File: config.mk
export PLATFORM = sky130hd
export DESIGN_NAME = mac_rr_scheduler
export DESIGN_NICKNAME = d
export VERILOG_FILES = /design/src/rtl/mac_pkg.sv /design/src/rtl/rr_arbiter.sv /design/src/rtl/mac_rr_scheduler.sv
export SDC_FILE = /design/constraint.sdc
export NUM_CORES = 1
export LEC_CHECK = 0
export BUFFER_PORTS_ARGS = -buffer_cell sky130_fd_sc_hd__buf_4
export CORE_ASPECT_RATIO = 0.9
export CORE_MARGIN = 5
export CORE_UTILIZATION = 44
export DETAILED_ROUTE_END_ITERATION = 12
export HOLD_SLACK_MARGIN = 0.06
export PLACE_DENSITY = 0.85
export SYNTH_ARGS = -nofsm -noshare
export SYNTH_HDL_FRONTEND = slang
export SYNTH_HIERARCHICAL = 1
export SYNTH_SLANG_ARGS = --single-unit
File: constraint.sdc
create_clock -name clk -period 1.5 [get_ports clk]
set_input_delay 0.225 -clock clk [delete_from_list [all_inputs] [get_ports clk]]
set_output_delay 0.225 -clock clk [all_outputs]
set_load 0.01 [all_outputs]
File: src/rtl/mac_pkg.sv
// mac_pkg: shared defaults and FSM state codes for the MAC round-robin scheduler.
package mac_pkg;
    localparam int DEF_N_REQ = 4;
    localparam int DEF_VEC_LEN = 8;
    localparam int DEF_DATA_W = 4;
    localparam int DEF_ACC_W = 11;
    localparam int DEF_RES_TIMEOUT = 8;
    localparam logic [2:0] SYNC = 3'd0;
    localparam logic [2:0] ARB = 3'd1;
    localparam logic [2:0] STREAM = 3'd2;
    localparam logic [2:0] WAIT_RES = 3'd3;
    localparam logic [2:0] RETURN = 3'd4;
endpackage

File: src/rtl/rr_arbiter.sv
// rr_arbiter: combinational round-robin pick of the first set request at or after ptr.
module rr_arbiter #(
    parameter int N = 4,
    parameter int IW = $clog2(N)
) (
    input  logic [N-1:0]  req,
    input  logic [IW-1:0] ptr,
    output logic          any,
    output logic [N-1:0]  onehot,
    output logic [IW-1:0] idx
);
    logic [IW:0] s;
    // Scan from the farthest candidate back to ptr so the nearest set request wins.
    always_comb begin
        any = 1'b0;
        idx = '0;
        s = '0;
        for (int k = N - 1; k >= 0; k--) begin
            s = {1'b0, ptr} + (IW + 1)'(k);
            s = (s >= (IW + 1)'(N)) ? s - (IW + 1)'(N) : s;
            if (req[s[IW-1:0]]) begin
                any = 1'b1;
                idx = s[IW-1:0];
            end
        end
        onehot = any ? N'(1) << idx : '0;
    end
endmodule

File: src/rtl/mac_rr_scheduler.sv
// mac_rr_scheduler: round-robin sharing of one MAC; streams a job's operand pairs and returns the tagged result.
module mac_rr_scheduler
    import mac_pkg::*;
#(
    parameter int N_REQ = DEF_N_REQ,
    parameter int VEC_LEN = DEF_VEC_LEN,
    parameter int DATA_W = DEF_DATA_W,
    parameter int ACC_W = DEF_ACC_W,
    parameter int RES_TIMEOUT = DEF_RES_TIMEOUT
) (
    input  logic                       clk,
    input  logic                       reset,
    input  logic [N_REQ-1:0]           req,
    input  logic [N_REQ*DATA_W-1:0]    req_a,
    input  logic [N_REQ*DATA_W-1:0]    req_b,
    input  logic [N_REQ-1:0]           req_valid,
    output logic [N_REQ-1:0]           req_ready,
    output logic [N_REQ-1:0]           grant,
    output logic [DATA_W-1:0]          mac_a,
    output logic [DATA_W-1:0]          mac_b,
    output logic                       mac_valid,
    output logic                       mac_rst,
    input  logic [ACC_W-1:0]           mac_out,
    input  logic                       mac_out_valid,
    output logic [ACC_W-1:0]           res_data,
    output logic [$clog2(N_REQ)-1:0]   res_id,
    output logic                       res_valid,
    output logic                       timeout_err
);
    localparam int IW = $clog2(N_REQ);
    localparam int BW = $clog2(VEC_LEN);
    localparam int TW = $clog2(RES_TIMEOUT + 1);

    logic [2:0]       state;
    logic [IW-1:0]    rr_ptr;
    logic [IW-1:0]    owner;
    logic [BW-1:0]    beat_cnt;
    logic [TW-1:0]    tmo_cnt;
    logic             win_any;
    logic [N_REQ-1:0] win;
    logic [IW-1:0]    win_idx;
    logic             beat;

    rr_arbiter #(.N(N_REQ), .IW(IW)) u_arb (
        .req(req),
        .ptr(rr_ptr),
        .any(win_any),
        .onehot(win),
        .idx(win_idx)
    );

    assign req_ready = (state == STREAM) ? grant & req_valid : '0;
    assign beat = (state == STREAM) && req_valid[owner];

    always_ff @(posedge clk) begin
        if (reset) begin
            state <= SYNC;
            rr_ptr <= '0;
            owner <= '0;
            beat_cnt <= '0;
            tmo_cnt <= '0;
            grant <= '0;
            mac_a <= '0;
            mac_b <= '0;
            mac_valid <= 1'b0;
            mac_rst <= 1'b1;
            res_data <= '0;
            res_id <= '0;
            res_valid <= 1'b0;
            timeout_err <= 1'b0;
        end else begin
            case (state)
                SYNC: begin
                    mac_rst <= 1'b0;
                    state <= ARB;
                end
                ARB: begin
                    if (win_any) begin
                        grant <= win;
                        owner <= win_idx;
                        beat_cnt <= '0;
                        state <= STREAM;
                    end
                end
                STREAM: begin
                    mac_valid <= beat;
                    if (beat) begin
                        mac_a <= req_a[owner*DATA_W +: DATA_W];
                        mac_b <= req_b[owner*DATA_W +: DATA_W];
                        beat_cnt <= beat_cnt + 1'b1;
                        if (beat_cnt == BW'(VEC_LEN - 1)) begin
                            tmo_cnt <= '0;
                            state <= WAIT_RES;
                        end
                    end
                end
                WAIT_RES: begin
                    mac_valid <= 1'b0;
                    if (mac_out_valid) begin
                        res_data <= mac_out;
                        res_id <= owner;
                        res_valid <= 1'b1;
                        state <= RETURN;
                    end else if (tmo_cnt == TW'(RES_TIMEOUT)) begin
                        // Abort: clear the MAC and hand back a zero result so the owner is released.
                        timeout_err <= 1'b1;
                        mac_rst <= 1'b1;
                        res_data <= '0;
                        res_id <= owner;
                        res_valid <= 1'b1;
                        state <= RETURN;
                    end else begin
                        tmo_cnt <= tmo_cnt + 1'b1;
                    end
                end
                RETURN: begin
                    res_valid <= 1'b0;
                    mac_rst <= 1'b0;
                    grant <= '0;
                    rr_ptr <= (owner == IW'(N_REQ - 1)) ? '0 : owner + 1'b1;
                    state <= ARB;
                end
                default: state <= SYNC;
            endcase
        end
    end
endmodule

# ---- Yosys cells after proc, flatten, opt, wreduce, memory -nomap -nowiden
# Cells that the tools add are included.
dict set report totals {
  ff_bits 43
  inputBits 54
  output_inout_bits 33
  elab_cells 121
}
dict set report classes {
  addsub 10
  order_cmp 9
  n_eq_ne 14
  n_shift 3
  muxes 50
  bitwise_logic 2
  n_reduce_logical 19
}
# op count
set op_table {}
lappend op_table {{variable part select 16 x 5 -> 4 bit} 2}
lappend op_table {{two-way mux 4 bit} 6}
lappend op_table {{two-way mux 11 bit} 2}
lappend op_table {{two-way mux 2 bit} 11}
lappend op_table {{two-way mux 3 bit} 7}
lappend op_table {{one-hot mux 4 bit (2 select lines)} 2}
lappend op_table {{< comparator 2 x 3 -> 1 bit (second input constant)} 5}
lappend op_table {{two-way mux 1 bit} 12}
lappend op_table {{one-hot mux 3 bit (4 select lines)} 1}
lappend op_table {{nonzero test 2 bit} 6}
lappend op_table {{binary-select mux 1 bit (select 2 bit)} 5}
lappend op_table {{AND reduction 2 bit} 5}
lappend op_table {{>= comparator 3 bit (second input constant)} 3}
lappend op_table {{AND reduction 3 bit} 3}
lappend op_table {{!= test 2 bit (second input constant)} 4}
lappend op_table {{subtractor 2 x 1 -> 2 bit (second input constant)} 4}
lappend op_table {{adder 2 x 2 -> 3 bit (second input constant)} 2}
lappend op_table {{equality test 3 x 2 -> 1 bit (second input constant)} 2}
lappend op_table {{equality test 3 bit (second input constant)} 2}
lappend op_table {{one-hot mux 1 bit (2 select lines)} 3}
lappend op_table {{one-hot mux 3 bit (2 select lines)} 1}
lappend op_table {{AND reduction 5 bit} 1}
lappend op_table {{adder 4 x 1 -> 4 bit (second input constant)} 1}
lappend op_table {{bitwise AND 4 bit} 1}
lappend op_table {{15 further kinds} 16}

# ---- Depth between registers and ports, before layout
dict set report depth {
  ltp_word 12
  depth_mapped 8
  ltp_nobuf 6
}

# ---- Cells and area by module
# The synthesis kept the hierarchy.
# module n_inst cells_each area_each_um2 seq_area_each_um2
set modules_own_cells {}
lappend modules_own_cells {mac_rr_scheduler 1 199 2013.2 860.8}
lappend modules_own_cells {rr_arbiter 1 29 182.7 0.0}

# ---- Least setup slack after synthesis
# Ideal clock, no wire load.
dict set report synth_path {
  kind {reg-to-reg}
  start {register tmo_cnt[0]}
  end {register tmo_cnt[3]}
  setup_time_ns 0.086
  t_arrival_ns 1.484
  required_ns 1.414
  slack_ns -0.070
  path_stages_with_launch 8
  path_buffers 1
  synth_period_minus_slack_ns 1.570
  path_cell_list {dfxtp_1 -> inv_1 -> ha_1 -> and3b_1 -> buf_2 -> nor3_2 -> a41oi_1 -> a211oi_1}
}
dict set report synth_between {
  elab_chain_cells 4
  elab_cells_between_ends 7
  classes_between {1 x add/sub; 2 x eq/ne; 3 x mux; 1 x reduce/logical}
}
# element line
set synth_rtl {}
lappend synth_rtl {{from (decl)} mac_rr_scheduler.sv:38} ;# logic [TW-1:0] tmo_cnt;
lappend synth_rtl {{from (signal assigned)} mac_rr_scheduler.sv:113} ;# tmo_cnt <= tmo_cnt + 1'b1;
lappend synth_rtl {{adder 4 x 1 -> 4 bit} mac_rr_scheduler.sv:113}
lappend synth_rtl {{two-way mux 4 bit} mac_rr_scheduler.sv:104} ;# end else if (tmo_cnt == TW'(RES_TIMEOUT)) begin
lappend synth_rtl {{two-way mux 4 bit} mac_rr_scheduler.sv:99} ;# if (mac_out_valid) begin
lappend synth_rtl {{one-hot mux 4 bit (2 select lines)} mac_rr_scheduler.sv:72} ;# case (state)
# Several ways; a longest one is shown, not always the timed one. The select of a mux whose other input is x is not followed.
# A chain may end at the register's enable or synchronous reset.

# ---- Worst setup path after layout
dict set report layout_path {
  start {register state[2]}
  end {output req_ready[3]}
}
dict set report layout_between {
  elab_chain_cells 2
}
# element line
set layout_rtl {}
lappend layout_rtl {{from (decl)} mac_rr_scheduler.sv:34} ;# logic [2:0] state;
lappend layout_rtl {{from (signal assigned)} mac_rr_scheduler.sv:57} ;# state <= SYNC;
lappend layout_rtl {{from (signal assigned)} mac_rr_scheduler.sv:75} ;# state <= ARB;
lappend layout_rtl {{from (signal assigned)} mac_rr_scheduler.sv:82} ;# state <= STREAM;
lappend layout_rtl {{equality test 3 x 2 -> 1 bit} mac_rr_scheduler.sv:52} ;# assign req_ready = (state == STREAM) ? grant & req_valid : '0;
lappend layout_rtl {{two-way mux 4 bit} mac_rr_scheduler.sv:52}
lappend layout_rtl {{to (decl)} mac_rr_scheduler.sv:17} ;# output logic [N_REQ-1:0] req_ready,
# Every way passes these cells.

==> results.md <==
- Status: finished, violations left
- Failing checks: negative setup slack
- Post-synthesis compound-gate area fraction: 15.3%
- Met3 wire length: 561 microns
- Maximum clock frequency: 653 MHz
- Power Density: 855 mW/mm^2
- Post-route ant nets: 0
- Synthesis-to-layout area growth: 50.2%
- Clock share of power: 30.8%
- Hold path startpoint: mac_out[1]
- Average vias per placed instance: 5.54
- Num CTS Buffers: 5
- Max Cap Viol: 0
- Final instance area: 0.00330 sq mm
- R2r endpoint: beat_cnt[2]$_SDFFE_PP0P_
- Crit end category: output pin
- LEAKAGE: 1.49 nW
- IO Pins: 87
- FF-to-FF setup slack: -0.03 ns
- Sequential Power Share: 44.1%
- CTS Buffer Depth: 2
- Hold Path Stages: 3
- Die height: 77.0 microns
- Hold Crit Class: input pin to flop
- Overall routed net length: 6940 microns
- Maximum vdd drop: 0.533 mV
- CP Launch Type: flop
- Crit path time final: 1.53 ns
- Average wire per standard cell: 17.5 microns
- DIE AREA: 0.00651 sq mm
- Fraction of the mapped netlist area in simple logic gates: 18.8%
- Initial drt markers: 244
- Setup Total Neg Slack: -0.281 ns
- Yosys cell types: 49
- Leading area contributor after synthesis: dfxtp_1
- Measured slew at the worst slew-check pin: 0.267 ns
- Hold Path Sink: res_data[1]$_SDFFE_PP0P_
- Clk Latency, worst-skew pair: 0.29 ns
- # nets final: 390
- RSZ-0062 raised after global routing: yes
- Port bufs: 86
- Worst R2R Start: owner[0]$_SDFFE_PP0P_
- Top cell type's share of synthesized area: 39.2%
- Seq/Total Area, Yosys: 39.2%
- Syn_area_per_cell: 9.63 sq um
- Final setup margin: -0.0324 ns
- Period utilisation layout: 102%
- Met1 wire length: 2740 microns
- EDFF count, synth: 0
- Met2 WL post-DR: 3420 microns
- First-pass GRT wire length: 10100 microns
- GP Congestion: 0.883
- CTS tree: built
- Clock-pin slew on the worst setup and hold paths: 0.08 ns
- NetSw: 0.000760 W
- H-tree Lvls: 2
- FP Rows: 24
- Layout cell share with drive strength beyond 1: 48.6%
- Total nets after synthesis: 287
- Pre-CTS setup slack: -0.0217 ns
- Asr flop ratio synth: 0%
- Combinational power share: 25.1%
- Top-count cell post-synth: dfxtp_1
- Worst EP required: 1.27 ns
- Syn Inst Count: 228
- Chip width: 84.5 microns
- Relative slew slack: 82.0%
- Synth area leaders: dfxtp_1 (39%), mux2i_1 (8.7%), mux4_2 (8.2%)
- Clock Sink Count: 43
- CP arrival: 1.31 ns
- Dominant synthesized flop cell: dfxtp_1
- Core area: 0.00483 sq mm
- Residual DRC: 0
- Total gr overflow: 0
- Post-synthesis adder-cell area fraction: 2.85%
- Mux cell area share after synthesis: 18.1%
- Largest family of logic cells by synthesized area: simple AND/OR/NAND/NOR gates
- Inserted Diodes: 0
- CTS Hold Bufs: 0
- Final core occ: 68.2%
- CP Class: flop to output pin
- Overall Power: 0.00282 W
- Post-synth top cells: dfxtp_1 (43), nor2_1 (42), mux2i_1 (19), a22oi_1 (12)
- XOR/XNOR Fraction of Synth Area: 0%
- Post-place instance area: 0.00297 sq mm
- Max-slew violations: 0
- Yosys reg bits: 43
- Clk root buf: clkbuf_8
- Synthesis Warnings: 6
- Final setup viols: 15
- Top Metal Used: met4
- Initial Util: 45.4%
- DP HPWL: 4580 microns
- Initial antenna violation count: 0
- Vias in the first global route: 2121
- Max FO, Critical Path: 4
- Synth Cell Area: 0.00220 sq mm
- R2r worst-path depth: 4
- Clock Skew: 0.00385 ns
- Vias: 2195
- Endpoints failing hold: 0
- Largest net degree at the start of global routing: 22
- Internal power: 0.00206 W
- All-Layer GR Usage: 19.4%
- DR pass1 iterations: 4
- Net Sw Frac: 27.0%
==> worst max-delay path by stage <==
stage / start / end / slack (ns) / cells past startpoint
floorplan: tmo_cnt[1]$_SDFFE_PP0P_ / tmo_cnt[3]$_SDFFE_PP0P_ / -0.008 / 7
global placement: owner[0]$_SDFFE_PP0P_ / mac_a[1]$_SDFFE_PP0P_ / 0.01 / 4
detailed placement: owner[0]$_SDFFE_PP0P_ / mac_a[2]$_SDFFE_PP0P_ / -0.02 / 4
CTS: state[0]$_SDFFE_PP0P_ / req_ready[2] / -0.03 / 4
global route: tmo_cnt[1]$_SDFFE_PP0P_ / res_id[0]$_SDFFE_PP0P_ / -0.09 / 7
finish: state[2]$_SDFFE_PP0P_ / req_ready[3] / -0.03 / 4
==> power by group through the flow <==
stage	Clock (W)	Sequential, W	Combinational [W]
floorplan	0	0.00127	0.000340
finish	0.000870	0.00124	0.000708
global route	0.000936	0.00125	0.000756
detailed placement	0	0.00127	0.000600
global placement	0	0.00127	0.000581
CTS	0.000885	0.00124	0.000635
==> per-layer routing <==
layer	track usage, %	vias to the layer above
met5	0	-
met4	9.02	0
met3	6.54	21
met2	33.9	111
met1	21.1	1041
li1	-	1022
==> cells in the final DEF (no fill, tap or decap), types with 3 or more instances in the layout <==
| cell type | count |
|---|---|
| buf_4 | 101 |
| ha_1 | 4 |
| dfxtp_2 | 3 |
| buf_6 | 9 |
| and3_4 | 4 |
| nor2_1 | 42 |
| dfxtp_4 | 3 |
| a22oi_1 | 5 |
| inv_2 | 3 |
| a22oi_2 | 7 |
| clkbuf_8 | 5 |
| nand2b_1 | 5 |
| inv_1 | 5 |
| nand2_1 | 10 |
| nor2b_1 | 5 |
| mux4_2 | 8 |
| dfxtp_1 | 37 |
| a21oi_1 | 10 |
| mux2i_1 | 18 |
==> area by class of cell <==
cell class | count | area [sq um]
Timing Repair Buffer | 111 | 880
Clock inverter | 1 | 30.0
Fill cell | 327 | 1540
Tap cell | 65 | 81.3
Multi-Input combinational cell | 162 | 1330
Clock buffer | 6 | 72.6
Inverter | 8 | 30.0
Sequential cell | 43 | 876
==> through the flow <==
| stage | std cells | hold WS (ns) |
|---|---|---|
| CTS | 388 | 0.162 |
| global route | 396 | 0.176 |
| global placement | 379 | 0.434 |
| floorplan | 228 | 0.373 |
| finish | 396 | 0.167 |
| detailed placement | 379 | 0.442 |
==> worst max-delay path: stages, from the launching register on <==
cell,delay [ns]
dfxtp_4,0.37
nor3b_4,0.23
buf_6,0.14
and3_4,0.18
buf_6,0.10
==> logic make-up (layout without fill, tap and decap cells) <==
logic type,after synthesis,in the layout
buffers and inverters,24,126
adders and majority gates,5,5
AOI/OAI and AO/OA,45,45
DFF,43,43
and+or+nand+nor,83,84
muxes,28,28
==> what timing repair did <==
item / 4_1_cts / 5_1_grt
setup endpoints to repair: 27 / 33
endpoints found under the hold margin: 0 / 0
gates resized for setup: 10 / 29
buffers inserted: 2 / 6
pin swaps: 3 / 17
cloned: 0 / 2
==> state kept, by name (all words and copies together) (netlist names), 2 cells and up <==
name      flops
res_data     11
grant         4
mac_a         4
mac_b         4
tmo_cnt       4
beat_cnt      3
state         3
owner         2
res_id        2
rr_ptr        2
Note: power is estimated with default switching activity, not from simulation.
